## config.mk

```make
export PLATFORM = sky130hd
export DESIGN_NAME = memory_access_unit
export DESIGN_NICKNAME = d
export VERILOG_FILES = /design/src/rtl/memory_access_unit.sv
export SDC_FILE = /design/constraint.sdc
export NUM_CORES = 1
export LEC_CHECK = 0
export ABC_AREA = 1
export BUFFER_PORTS_ARGS = -buffer_cell sky130_fd_sc_hd__buf_2
export CELL_PAD_IN_SITES_DETAIL_PLACEMENT = 1
export CELL_PAD_IN_SITES_GLOBAL_PLACEMENT = 2
export CORE_AREA = 8 8 162 164
export CTS_CLUSTER_DIAMETER = 50
export DETAILED_ROUTE_END_ITERATION = 16
export DIE_AREA = 0 0 170 172
export GPL_TIMING_DRIVEN = 0
export PLACE_DENSITY_LB_ADDON = 0.15
export SYNTH_ARGS = -nofsm -noshare
export SYNTH_HDL_FRONTEND = slang
export SYNTH_SLANG_ARGS = --single-unit
```

## constraint.sdc

```tcl
create_clock -name clk_i -period 1.35 [get_ports clk_i]
set_input_delay 0 -clock clk_i [delete_from_list [all_inputs] [get_ports clk_i]]
set_output_delay 0 -clock clk_i [all_outputs]
set_load 0.02 [all_outputs]
```

## src/rtl/memory_access_unit.sv

```systemverilog
// Memory-stage load/store unit: decodes RV32I loads/stores, runs one req/ack
// transaction per op on the data-memory port and formats load results.
module memory_access_unit #(
  parameter logic [6:0] LOAD_OP  = 7'b0000011,
  parameter logic [6:0] STORE_OP = 7'b0100011
) (
  input  logic        clk_i,
  input  logic        rst_i,
  input  logic [6:0]  M_opcode_i,
  input  logic [9:0]  M_funct_i,
  input  logic [31:0] M_valE_i,
  input  logic [31:0] M_val2_i,
  input  logic        M_stall_i,
  output logic        dmem_req_o,
  output logic        dmem_we_o,
  output logic [31:0] dmem_addr_o,
  output logic [31:0] dmem_wdata_o,
  output logic [3:0]  dmem_be_o,
  input  logic        dmem_ack_i,
  input  logic [31:0] dmem_rdata_i,
  output logic [31:0] m_valM_o,
  output logic        m_busy_o,
  output logic        m_fault_o
);

  typedef enum logic [1:0] {StIdle, StReq, StDone} state_e;

  state_e      state_q, state_d;
  logic        req_q, req_d;
  logic        we_q, we_d;
  logic [31:0] addr_q, addr_d;
  logic [31:0] wdata_q, wdata_d;
  logic [3:0]  be_q, be_d;
  logic [2:0]  funct3_q, funct3_d;
  logic [1:0]  off_q, off_d;
  logic [31:0] valm_q, valm_d;

  logic [2:0]  funct3;
  logic [1:0]  off;
  logic        is_load, is_store, is_mem;
  logic        legal_f3, misaligned, fault_c;
  logic [3:0]  be_c;
  logic [31:0] wdata_c;
  logic [7:0]  byte_sel;
  logic [15:0] half_sel;
  logic [31:0] load_fmt;
  logic        unused_funct7;

  assign funct3        = M_funct_i[2:0];
  assign off           = M_valE_i[1:0];
  assign unused_funct7 = ^M_funct_i[9:3];
  assign is_load       = (M_opcode_i == LOAD_OP);
  assign is_store      = (M_opcode_i == STORE_OP);
  assign is_mem        = is_load | is_store;

  // Legality and alignment of the incoming op
  always_comb begin
    legal_f3   = 1'b0;
    misaligned = 1'b0;
    if (is_load) begin
      case (funct3)
        3'b000, 3'b100: legal_f3 = 1'b1;
        3'b001, 3'b101: begin legal_f3 = 1'b1; misaligned = off[0]; end
        3'b010:         begin legal_f3 = 1'b1; misaligned = (off != 2'b00); end
        default:        legal_f3 = 1'b0;
      endcase
    end else if (is_store) begin
      case (funct3)
        3'b000:  legal_f3 = 1'b1;
        3'b001:  begin legal_f3 = 1'b1; misaligned = off[0]; end
        3'b010:  begin legal_f3 = 1'b1; misaligned = (off != 2'b00); end
        default: legal_f3 = 1'b0;
      endcase
    end
  end

  assign fault_c = is_mem & (~legal_f3 | misaligned);

  // Store lane placement; loads drive no enables and no data
  always_comb begin
    be_c    = 4'b0000;
    wdata_c = 32'h0;
    if (is_store) begin
      case (funct3[1:0])
        2'b00: begin
          be_c    = 4'b0001 << off;
          wdata_c = {4{M_val2_i[7:0]}};
        end
        2'b01: begin
          be_c    = 4'b0011 << off;
          wdata_c = {2{M_val2_i[15:0]}};
        end
        default: begin
          be_c    = 4'b1111;
          wdata_c = M_val2_i;
        end
      endcase
    end
  end

  always_comb begin
    case (off_q)
      2'b00:   byte_sel = dmem_rdata_i[7:0];
      2'b01:   byte_sel = dmem_rdata_i[15:8];
      2'b10:   byte_sel = dmem_rdata_i[23:16];
      default: byte_sel = dmem_rdata_i[31:24];
    endcase
    half_sel = off_q[1] ? dmem_rdata_i[31:16] : dmem_rdata_i[15:0];
    case (funct3_q)
      3'b000:  load_fmt = {{24{byte_sel[7]}}, byte_sel};
      3'b100:  load_fmt = {24'h0, byte_sel};
      3'b001:  load_fmt = {{16{half_sel[15]}}, half_sel};
      3'b101:  load_fmt = {16'h0, half_sel};
      default: load_fmt = dmem_rdata_i;
    endcase
  end

  always_comb begin
    state_d  = state_q;
    req_d    = req_q;
    we_d     = we_q;
    addr_d   = addr_q;
    wdata_d  = wdata_q;
    be_d     = be_q;
    funct3_d = funct3_q;
    off_d    = off_q;
    valm_d   = valm_q;
    unique case (state_q)
      StIdle: begin
        if (is_mem && !fault_c) begin
          state_d  = StReq;
          req_d    = 1'b1;
          we_d     = is_store;
          addr_d   = {M_valE_i[31:2], 2'b00};
          wdata_d  = wdata_c;
          be_d     = be_c;
          funct3_d = funct3;
          off_d    = off;
        end
      end
      StReq: begin
        if (dmem_ack_i) begin
          state_d = StDone;
          req_d   = 1'b0;
          valm_d  = we_q ? 32'h0 : load_fmt;
        end
      end
      StDone: begin
        if (!M_stall_i) state_d = StIdle;
      end
      default: state_d = StIdle;
    endcase
  end

  always_ff @(posedge clk_i) begin
    if (rst_i) begin
      state_q  <= StIdle;
      req_q    <= 1'b0;
      we_q     <= 1'b0;
      addr_q   <= 32'h0;
      wdata_q  <= 32'h0;
      be_q     <= 4'b0000;
      funct3_q <= 3'b000;
      off_q    <= 2'b00;
      valm_q   <= 32'h0;
    end else begin
      state_q  <= state_d;
      req_q    <= req_d;
      we_q     <= we_d;
      addr_q   <= addr_d;
      wdata_q  <= wdata_d;
      be_q     <= be_d;
      funct3_q <= funct3_d;
      off_q    <= off_d;
      valm_q   <= valm_d;
    end
  end

  assign dmem_req_o   = req_q;
  assign dmem_we_o    = we_q;
  assign dmem_addr_o  = addr_q;
  assign dmem_wdata_o = wdata_q;
  assign dmem_be_o    = be_q;
  assign m_valM_o     = valm_q;
  assign m_busy_o     = (state_q == StReq) | ((state_q == StIdle) & is_mem & ~fault_c);
  assign m_fault_o    = (state_q == StIdle) & fault_c;

endmodule

```

# Word-level counts from Yosys, hierarchy flattened
# Cells that the tools add are included.
# W data, S select, Z words.
word_totals:
  word_cells: 76
  memories: 0
  output_inout_bits: 104
  romBits: 0
  latch_bits: 0
  in_bits: 117
  regBits: 107
  ramBits: 0
classes:
  bitwise: 9
  div_mod_pow: 0
  n_eq_ne: 17
  n_reduce_logical: 16
  add_sub_neg: 0
  mux: 23
  mul: 0
  shift: 2
  n_lt_le_gt_ge: 0
op_table:
  columns: ["operator", "n"]
  rows:
  - ["$pmux W32 S4", 1]
  - ["$mux W32", 2]
  - ["$pmux W32 S2", 1]
  - ["$pmux W8 S3", 1]
  - ["$mux W16", 1]
  - ["$eq A3 B3 Y1 const B", 4]
  - ["$mux W1", 8]
  - ["$pmux W4 S2", 1]
  - ["$eq A7 B2 Y1 const B", 1]
  - ["$eq A7 B6 Y1 const B", 1]
  - ["$eq A2 B1 Y1 const B", 3]
  - ["$eq A3 B1 Y1 const B", 2]
  - ["$logic_not A2 Y1", 3]
  - ["$logic_not A3 Y1", 2]
  - ["$mux W2", 3]
  - ["$ne A2 B2 Y1 const B", 3]
  - ["$pmux W1 S2", 3]
  - ["$pmux W2 S3", 1]
  - ["$reduce_and A3 Y1", 2]
  - ["$reduce_or A5 Y1", 1]
  - ["$and A1 B1 Y1", 4]
  - ["$eq A2 B2 Y1 const B", 2]
  - ["$mux W4", 1]
  - ["$reduce_and A2 Y1", 2]
  - ["10 further kinds", 14]

# Longest topological paths before layout
# Gate-level depths: netlist of run 1.
depth:
  ltp_word: 12
  depth_mapped: 10
  depth_no_buf: 9

# Least setup slack after synthesis of run 1
# OpenSTA, ideal clock, no wires.
synth_timing:
  kind: "register to register"
  start: "reg off_q[1]"
  end: "reg valm_q[23], in the netlist m_valM_o[23]"
  setup_time_ns: 0.132
  required_time_ns: 1.218
  setup_slack_ns: -0.002
  path_buffers: 1
  arrival_time_ns: 1.219
  path_stages_with_launch: 11
  cell_sequence: "dfxtp_1 -> clkinv_1 -> nor2_1 -> nand2_1 -> nand2_1 -> inv_1 -> nand3_2 -> nand2_4 -> buf_6 -> nand2_1 -> a21oi_1"
synth_between:
  elab_chain_cells: 4
synth_rtl:
  columns: ["item", "line_no", "source"]
  rows:
  - ["start: declaration", "35", "logic [1:0] off_q, off_d;"]
  - ["start signal: assignment", "164", "off_q <= 2'b00;"]
  - ["start signal: assignment", "174", "off_q <= off_d;"]
  - ["$eq A2 B2 Y1 (tied with other cells)", "102", "case (off_q)"]
  - ["$pmux W8 S3", "102", null]
  - ["$pmux W32 S4 (*)", "109", "case (funct3_q)"]
  - ["$mux W32 (*)", "145", "valm_d = we_q ? 32'h0 : load_fmt;"]
  - ["end signal: assignment", "175", "valm_q <= valm_d;"]
  - ["end: declaration", "36", "logic [31:0] valm_q, valm_d;"]
# Every way passes the cells marked *; elsewhere a longest branch is shown, timed or not.
# A chain may end at the register's enable or synchronous reset.

# Final worst setup path of run 1
layout_timing:
  start: "reg state_q[0]"
  end: "out m_busy_o"
layout_between:
  elab_chain_cells: 4
layout_rtl:
  columns: ["item", "line_no", "source"]
  rows:
  - ["start: declaration", "28", "state_e state_q, state_d;"]
  - ["start signal: assignment", "157", "state_q <= StIdle;"]
  - ["start signal: assignment", "167", "state_q <= state_d;"]
  - ["$logic_not A2 Y1", "185", "assign m_busy_o = (state_q == StReq) | ((state_q == StIdle) & is_mem & ~fault_c);"]
  - ["$and A1 B1 Y1 (2 in a row)", "185", null]
  - ["$or A1 B1 Y1 (*)", "185", null]
  - ["end: declaration", "22", "output logic m_busy_o,"]
# Marked as above.

==> results of run 1 <==
==> timing repair <==
action	in CTS	in global routing
buffers inserted	24	2
endpoints found under the hold margin	44	0
gates resized for setup	131	107
hold buffers	44	0
pin swaps	35	40
endpoints found under the setup margin	109	108
cloned	7	4
==> cells in the final DEF, fill, tap and decap left out, drive strengths merged <==
cell type	instances
nand3b	1
o22ai	2
dfxtp	107
buf	273
nor3	1
clkbuf	36
o21ai	39
o211ai	3
a21oi	135
inv	41
nand2	195
nand4	19
nand3	62
bufinv	2
clkinv	2
conb	2
dlygate4sd3	44
diode	2
or2	2
a211oi	1
nor2	98
==> cells by family after synthesis <==
| group | Yosys count | synth area share |
|---|---|---|
| other cells | 1 | 0.000731 |
| flops | 107 | 0.418 |
| compound gates | 180 | 0.180 |
| buf+inv | 93 | 0.0888 |
| simple gates | 378 | 0.313 |
==> worst max path at each step <==
stage,from,endpoint,cells past startpoint
3_3_place_gp,state_q[1],dmem_wdata_o[31],7
2_1_floorplan,state_q[1],dmem_wdata_o[30],7
4_1_cts,state_q[0],m_busy_o,6
3_5_place_dp,state_q[1],dmem_wdata_o[31],7
6_report,state_q[0],m_busy_o,6
5_1_grt,state_q[0],m_valM_o[7],8
==> power groups by stage <==
| stage | registers (mW) | logic (mW) | clock network [mW] |
|---|---|---|---|
| 6_report | 3.15 | 0.708 | 3.06 |
| 3_3_place_gp | 3.23 | 0.554 | 0 |
| 3_5_place_dp | 3.23 | 0.548 | 0 |
| 4_1_cts | 3.15 | 0.683 | 3.15 |
| 2_1_floorplan | 3.24 | 0.235 | 0 |
| 5_1_grt | 3.16 | 0.772 | 3.29 |
==> registers in the layout (all words and copies together), names as in the netlist <==
name          cells
dmem_addr_o      30
off_q             2
dmem_be_o         4
dmem_we_o         1
m_valM_o         32
funct3_q          3
dmem_wdata_o     32
dmem_req_o        1
state_q           2
==> cell type report <==
cell class	count	area, um2
Timing Repair Buffer	289	1980
Antenna cell	2	5.00
Clock buffer	9	225
Clock inverter	7	106
Buffer	55	500
Tap cell	324	405
Inverter	38	155
Multi-Input combinational cell	560	3050
Fill cell	2966	15200
Sequential cell	107	2150
==> worst reg2reg max path, stage by stage, from the launching register on <==
cell      delay (ns)
dfxtp_4         0.36
buf_6           0.12
nor2_4          0.16
nand3b_4        0.19
buf_4           0.20
nor2_1          0.10
o211ai_1        0.11
a21oi_1         0.13
==> stage by stage <==
| step | hold slack [ns] | power, mW |
|---|---|---|
| 2_1_floorplan | 0.160 | 3.47 |
| 3_3_place_gp | 0.270 | 3.79 |
| 3_5_place_dp | 0.275 | 3.78 |
| 4_1_cts | 0.00643 | 6.99 |
| 5_1_grt | 0.0472 | 7.22 |
| 6_report | 0.00914 | 6.92 |
==> per-layer routing <==
| layer | GRT usage | vias up | routed length, um |
|---|---|---|---|
| met3 | 0.0473 | 27 | 1520 |
| li1 | - | 3108 | - |
| met4 | 0.0370 | 8 | 337 |
| met2 | 0.270 | 141 | 11600 |
| met5 | 0 | - | 47 |
| met1 | 0.209 | 2913 | 11400 |
==> impl_metrics.ini, run 1 <==
[route]
route.detailed.drc = 0
ant_nets = 0
dr_total_vias = 6197
detail_route.first_pass.iterations = 5
routed_wire_length_per_instance_um = 18.0
detailedRoute.firstIterationViolations = 274
via_count_normalized_by_instance_count = 4.46
wirelength_um = 25000

[synthesis]
post_synth_instance_area_um2 = 5130
synthesis.instances = 759
synthArstFlopShare = 0
synth_edf_count = 0
top_cells_by_area_synth = dfxtp_1 (42%), nand2_1 (14%), a21oi_1 (13%)
yosys_warnings = 0
synth.lib_cells_used.distinct = 28
synthFlopType = dfxtp_1
yosysTopAreaCell = dfxtp_1
synthTopCellsByCount = nand2_1 (191), a21oi_1 (135), dfxtp_1 (107)
yosysSeqAreaShare = 0.418
synth.top_cell.area_share = 0.418
synth_most_common_cell = nand2_1
yosys_register_bits = 107
post_synthesis_average_cell_area_um2 = 6.76

[worst_setup_path]
critical_path.slowest_cell = dfxtp_2
setup.worst_path.end_class = output pin
number_of_buffers_and_inverters_on_the_critical_path = 3
cpPeakStageDelay_ns = 0.34
timing.critical_path.mode_cell = buf_8
rrSetupSlack_ns = -0.1
r2r.worst_path.cells = 7
beginning_of_the_worst_register_to_register_path = state_q[1]
critPathKind = flop to output pin
critical_path.cell_chain = nor2_4 -> nand3_4 -> buf_8 -> buf_8 -> o21ai_4 -> buf_6
cp.required_ns = 1.35
worst_r2r_endpoint = m_valM_o[6]
arrival_ns = 1.45
worstPathMaxFanout = 2
start_kind = flop
critical_path.top_delay_family = buffers and inverters

[clocking]
clk_root_buffer_cell = clkbuf_16
worst_skew_pair.late_latency_ns = 0.36
clkSlewWorstSetupHoldPaths_ns = 0.08
cts_buffers = 9
clock-sinks = 107
tritoncts = done
cts.htree.levels = 3
clock_path_buffers = 2

[timing]
rsz0062_at_grt = true
final_setup_tns_ns = -2.65
share_of_the_clock_period_used_by_the_worst_path_after_layout = 1.07
max_slew.worst_pin.slew_ns = 0.703
finalSetupViolCount = 64
fin_skew_ns = 0.0135
setup_ws_ns = -0.0979
period_needed_ns = 1.45
final_max_slew_viol_count = 0
hold_violations = 0
timing.max_slew.rel_slack = 0.531
fmax_mhz = 691

[floorplanning]
floorplan.die.width_um = 170
rows = 57
initial_core_util = 0.215
design.portCount = 221
core_area_um2 = 23800
area_of_the_die_um2 = 29200
die_h_um = 172

[min_path]
worst_hold_path.endpoint = m_valM_o[5]
hp-start = dmem_rdata_i[5]
holdCritPathClass = input port to flop
worst_hold_path.num_cells = 5

[power]
pwr_density_cell_nw_per_um2 = 806
static-leakage-power_nw = 3.72
share_clk_of_total_power = 0.442
share_seq_of_total_power = 0.456
cell_internal_pwr_mw = 5.12
p_comb_frac = 0.102
power.switching_mw = 1.80
power_switching_share = 0.260
irDropWorstVdd_uv = 458

[cells_and_area]
layout.nets = 1177
stdcell_count = 1391
synthToLayoutAreaGrowth_pct = 67.4
postLayoutCellArea_um2 = 8580
drive_gt1_frac = 0.408
final_core_utilization = 0.360

[placement]
place.detailed.hpwl_um = 18400
port-buffer-count = 210
placed_area_um2 = 6590
place_worst_setup_slack_ns = -0.548
dp_cells = 1294
gp_congestion = 0.826

[global_route]
groute.usage.overall = 0.164
grt.overflow.total = 0
initial_antenna_violation_count = 6
pin_count_of_the_biggest_net_entering_global_routing = 20
number_of_global_route_vias_before_repair = 6467
wire_length_of_the_first_global_routing_pass_um = 37000

[status]
violations = negative setup slack
run_status = complete, but fails checks

[run]
maxCapViolCount = 0
Note: power is estimated with default switching activity, not from simulation.
==> inputs of run 2 (changes only) <==
--- a/config.mk
+++ b/config.mk
@@ -9,12 +9,13 @@
 export BUFFER_PORTS_ARGS = -buffer_cell sky130_fd_sc_hd__buf_2
 export CELL_PAD_IN_SITES_DETAIL_PLACEMENT = 1
 export CELL_PAD_IN_SITES_GLOBAL_PLACEMENT = 2
-export CORE_AREA = 8 8 162 164
+export CORE_AREA = 8 8 156 158
 export CTS_CLUSTER_DIAMETER = 50
 export DETAILED_ROUTE_END_ITERATION = 16
-export DIE_AREA = 0 0 170 172
+export DIE_AREA = 0 0 164 166
 export GPL_TIMING_DRIVEN = 0
 export PLACE_DENSITY_LB_ADDON = 0.15
+export SLEW_MARGIN = 40
 export SYNTH_ARGS = -nofsm -noshare
 export SYNTH_HDL_FRONTEND = slang
 export SYNTH_SLANG_ARGS = --single-unit
==> constraint.sdc (replaced) <==
create_clock -name clk_i -period 1.65 [get_ports clk_i]
set_input_delay 0 -clock clk_i [delete_from_list [all_inputs] [get_ports clk_i]]
set_output_delay 0 -clock clk_i [all_outputs]
set_load 0.02 [all_outputs]
==> run 2 against run 1 <==
The flow now finishes without violations. Sequential share of layout area up 3.8 points. Largest power group unchanged. Clock power down 22%. Cell area down 13%. Register-to-register slack better by 0.23 ns. Hold slack better by 0.012 ns. Critical path type unchanged.
==> impl_metrics.ini, run 2 (synthesis gave the netlist of run 1 again) <==
[global_route]
initial_antenna_violation_count = 3
grt.overflow.total = 0
pin_count_of_the_biggest_net_entering_global_routing = 20
groute.usage.overall = 0.166
number_of_global_route_vias_before_repair = 6224
wire_length_of_the_first_global_routing_pass_um = 35500

[cells_and_area]
postLayoutCellArea_um2 = 7430
synthToLayoutAreaGrowth_pct = 44.9
layout.nets = 1149
drive_gt1_frac = 0.278
mostFrequentLayoutCells = buf_2 (220), nand2_1 (190), a21oi_1 (135), dfxtp_1 (106), nor2_1 (90)
fillers = 2856
final_common_cell = buf_2

[worst_setup_path]
cp.required_ns = 1.65
critical_path.cell_chain = nor2_4 -> nand3_4 -> buf_12 -> buf_6 -> o21ai_1 -> buf_4
critical_path.slowest_cell = dfxtp_2
cpPeakStageDelay_ns = 0.35
critPathKind = flop to output pin
number_of_buffers_and_inverters_on_the_critical_path = 3
critPathLaunch = state_q[1]
rrSetupSlack_ns = 0.13
worst_r2r_endpoint = m_valM_o[8]
critical_path.top_delay_family = buffers and inverters
arrival_ns = 1.54
critical_path_depth = 6
start_kind = flop
worstPathMaxFanout = 10
setup.worst_path.end_class = output pin
r2r.worst_path.cells = 7
beginning_of_the_worst_register_to_register_path = state_q[0]

[route]
detailedRoute.firstIterationViolations = 247
routed_wire_length_per_instance_um = 17.5
dr_total_vias = 5984
wirelength_um = 23200
detail_route.first_pass.iterations = 4
via_count_normalized_by_instance_count = 4.52
route.detailed.drc = 0
ant_nets = 0

[floorplanning]
area_of_the_die_um2 = 27200
floorplan.die.width_um = 164
initial_core_util = 0.232
core_area_um2 = 22100
die_h_um = 166
design.portCount = 221
rows = 55

[timing]
final_max_slew_viol_count = 0
timing.max_slew.rel_slack = 0.563
final_setup_tns_ns = 0
finalSetupViolCount = 0
max_slew.worst_pin.slew_ns = 0.655
share_of_the_clock_period_used_by_the_worst_path_after_layout = 0.934
fmax_mhz = 649
hold_violations = 0
period_needed_ns = 1.54
fin_skew_ns = 0.0109
setup_ws_ns = 0.110
rsz0062_at_grt = false

[clocking]
tritoncts = done
clock-sinks = 107
clk_root_buffer_cell = clkbuf_16
clock_path_buffers = 2
clkSlewWorstSetupHoldPaths_ns = 0.08
cts.htree.levels = 3
worst_skew_pair.late_latency_ns = 0.36
cts_buffers = 9

[min_path]
worst_hold_path.num_cells = 5
worst_hold_path.endpoint = m_valM_o[5]
holdCritPathClass = input port to flop
hp-start = dmem_rdata_i[5]

[power]
pwr_density_cell_nw_per_um2 = 744
fin_total_pwr_mw = 5.53
static-leakage-power_nw = 3.35
irDropWorstVdd_uv = 547

[placement]
gp_congestion = 0.799
port-buffer-count = 210
place.detailed.hpwl_um = 17900
placed_area_um2 = 6540
place_worst_setup_slack_ns = -0.249

[run]
maxCapViolCount = 0

[status]
run_status = finished, final reports clean
==> run 2: cell types whose count changed in the layout (fill, tap and decap cells not counted), moves of 9 or more <==
cell | before | now
nor2_1 | 79 | 90
nand3_2 | 14 | 0
clkbuf_1 | 13 | 22
nand2_1 | 163 | 190
buf_8 | 12 | 0
nand2_2 | 28 | 4
a21oi_1 | 97 | 135
a21oi_2 | 37 | 0
buf_6 | 22 | 8
nand3_1 | 39 | 60
==> run 2: how the worst max path moves through the flow <==
stage,end
finish,m_busy_o
global route,m_busy_o
CTS,m_busy_o
detailed placement,dmem_wdata_o[27]
global placement,dmem_wdata_o[27]
floorplan,m_valM_o[23]
==> run 2: where the power goes <==
group | total, mW | switching, mW | internal [mW]
Combinational | 0.541 | 0.303 | 0.238
Clock | 2.40 | 1.15 | 1.26
Sequential | 2.58 | 0.00156 | 2.58
Total | 5.53 | 1.45 | 4.08
==> run 2: through the flow <==
stage	util	hold WS [ns]	cells
floorplan	-	0.160	760
global placement	0.296	0.270	1255
detailed placement	0.296	0.275	1255
CTS	0.333	0.0120	1316
global route	0.336	0.0335	1324
finish	0.336	0.0214	1324
==> run 2: routing by layer <==
metal | up-vias | routed length [um] | global-route usage
met1 | 2791 | 11000 | 0.218
met3 | 12 | 1240 | 0.0407
met5 | - | 12 | 0
li1 | 3046 | - | -
met2 | 133 | 10800 | 0.267
met4 | 2 | 180 | 0.0411
==> run 2: repair_timing <==
action | 4_1_cts | 5_1_grt
hold buffers | 44 | 0
pin swaps | 2 | 3
endpoints found under the hold margin | 44 | 0
endpoints found under the setup margin | 86 | 24
gates resized for setup | 15 | 11
buffers inserted | 1 | 6
==> run 2: worst min-delay path: stages <==
cell and delay (ns):
buf_2 0.11, nand2_1 0.06, nand2_1 0.06, nand2_1 0.05, a21oi_1 0.05
==> run 2: cell type report <==
| class | instances | area (um2) | area share |
|---|---|---|---|
| Clock buffer | 10 | 239 | 0.0322 |
| Sequential cell | 107 | 2140 | 0.288 |
| Buffer | 55 | 338 | 0.0455 |
| Tap cell | 285 | 357 | 0.0480 |
| Multi-Input combinational cell | 560 | 2580 | 0.347 |
| Timing Repair Buffer | 261 | 1550 | 0.208 |
| Inverter | 38 | 144 | 0.0194 |
| Antenna cell | 2 | 5.00 | 0.000673 |
| Clock inverter | 6 | 83.8 | 0.0113 |
==> inputs of run 3 (changes only) <==
--- a/config.mk
+++ b/config.mk
@@ -15,6 +15,7 @@
 export DIE_AREA = 0 0 164 166
 export GPL_TIMING_DRIVEN = 0
 export PLACE_DENSITY_LB_ADDON = 0.15
+export RECOVER_POWER = 25
 export SLEW_MARGIN = 40
 export SYNTH_ARGS = -nofsm -noshare
 export SYNTH_HDL_FRONTEND = slang
==> run 3 against run 2 <==
Global-route usage did not move. Die area did not move. Cell area fell by 0.88%. Cell count did not move. Sequential power barely moved. Critical path depth did not move. Combinational power barely moved. Clock skew rose by 0.0016 ns. Via count barely moved. Core utilization fell by 0.29 points. Power rose by 0.39%. Critical path type unchanged. Critical endpoint unchanged.
==> impl_metrics.ini, run 3 (synthesis gave the netlist of run 1 again) <==
[floorplanning]
area_of_the_die_um2 = 27200
core_area_um2 = 22100
design.portCount = 221
floorplan.die.width_um = 164
die_h_um = 166
rows = 55
initial_core_util = 0.232

[route]
wirelength_um = 23300
ant_nets = 0
route.detailed.drc = 0
detail_route.first_pass.iterations = 4
detailedRoute.firstIterationViolations = 251
routed_wire_length_per_instance_um = 17.6
dr_total_vias = 5987
via_count_normalized_by_instance_count = 4.52

[status]
run_status = finished, final reports clean

[clocking]
tritoncts = done
cts.htree.levels = 3
clkSlewWorstSetupHoldPaths_ns = 0.08
clock_path_buffers = 2
cts_buffers = 9
clk_root_buffer_cell = clkbuf_16
worst_skew_pair.late_latency_ns = 0.36
clock-sinks = 107

[global_route]
initial_antenna_violation_count = 3
grt.overflow.total = 0
groute.usage.overall = 0.166
pin_count_of_the_biggest_net_entering_global_routing = 20
wire_length_of_the_first_global_routing_pass_um = 35500
number_of_global_route_vias_before_repair = 6224

[cells_and_area]
final_common_cell = nand2_1
mostFrequentLayoutCells = nand2_1 (190), buf_2 (168), a21oi_1 (135), dfxtp_1 (106), nor2_1 (90)
synthToLayoutAreaGrowth_pct = 43.6
final_core_utilization = 0.334
multi_input_comb_area_um2 = 2580
layout.nets = 1149
layout.area.seq_um2 = 2140
drive_gt1_frac = 0.228
fillers = 2884

[power]
fin_total_pwr_mw = 5.55
power_switching_share = 0.265
share_clk_of_total_power = 0.437
irDropWorstVdd_uv = 547
share_seq_of_total_power = 0.466
cell_internal_pwr_mw = 4.08
power.switching_mw = 1.47
static-leakage-power_nw = 3.12
p_comb_frac = 0.097
pwr_density_cell_nw_per_um2 = 753

[worst_setup_path]
beginning_of_the_worst_register_to_register_path = state_q[0]
critPathKind = flop to output pin
critPathLaunch = state_q[1]
arrival_ns = 1.54
setup.worst_path.end_class = output pin
cp.required_ns = 1.65
worstPathMaxFanout = 10
start_kind = flop

[timing]
rsz0062_at_grt = false
timing.max_slew.rel_slack = 0.554
period_needed_ns = 1.54
fmax_mhz = 647
fin_skew_ns = 0.0125
final_max_slew_viol_count = 0
hold_violations = 0
share_of_the_clock_period_used_by_the_worst_path_after_layout = 0.936
finalSetupViolCount = 0
max_slew.worst_pin.slew_ns = 0.669

[placement]
gp_congestion = 0.799
port-buffer-count = 210
place.detailed.hpwl_um = 17900

[min_path]
hp-start = dmem_rdata_i[5]
holdCritPathClass = input port to flop

[run]
maxCapViolCount = 0
==> run 3: final timing paths <==
kind                          end  cells after the start  slack, ns
hold / removal        m_valM_o[5]                      5       0.01
setup reg to reg      m_valM_o[8]                      7       0.12
hold reg to reg   dmem_addr_o[30]                      2       0.47
setup / recovery         m_busy_o                      6       0.11
==> run 3: power groups by stage <==
| stage | Sequential, mW | Clock, mW | Combinational, mW |
|---|---|---|---|
| global route | 2.58 | 2.59 | 0.595 |
| detailed placement | 2.64 | 0 | 0.447 |
| CTS | 2.58 | 2.51 | 0.532 |
| floorplan | 2.65 | 0 | 0.192 |
| finish | 2.58 | 2.43 | 0.541 |
| global placement | 2.64 | 0 | 0.451 |
==> run 3: routing by layer <==
layer  wire length, um  global-route usage
met4               282              0.0411
met2             10700               0.267
met1             10900               0.218
met3              1350              0.0407
met5                12                   0
==> run 3: metrics by stage <==
stage / setup TNS, ns / setup slack (ns) / hold slack, ns / std cells / cell area [um2]
2_1_floorplan: 0 / 0.298 / 0.160 / 760 / 5130
3_3_place_gp: -9.35 / -0.248 / 0.270 / 1255 / 6540
3_5_place_dp: -10.33 / -0.249 / 0.275 / 1255 / 6540
4_1_cts: 0 / 0.00497 / 0.0120 / 1316 / 7360
5_1_grt: 0 / 0.00764 / 0.0335 / 1324 / 7370
6_report: 0 / 0.105 / 0.0133 / 1324 / 7370
==> run 3: cell type report <==
type                    instances  share of cell area
multi-input cells             560               0.350
flip-flops and latches        107               0.291
repair buffers                261               0.201
well taps                     285              0.0484
clock inverters                 6              0.0114
inverters                      38              0.0195
diodes                          2            0.000679
clock buffers                  10              0.0324
plain buffers                  55              0.0459
==> run 3: repair_timing <==
action                     in CTS  in global routing
setup endpoints to repair      86                 24
gates cloned                    0                  0
resized for setup              15                 11
buffers inserted                1                  6
hold endpoints to repair       44                  0
pin swaps                       2                  3
hold buffers                   44                  0
==> run 3: worst max-delay path: stages, from the launching register on <==
cell     delay, ns
dfxtp_2       0.36
nor2_4        0.18
nand3_4       0.11
buf_12        0.15
buf_6         0.13
o21ai_1       0.09
buf_4         0.17
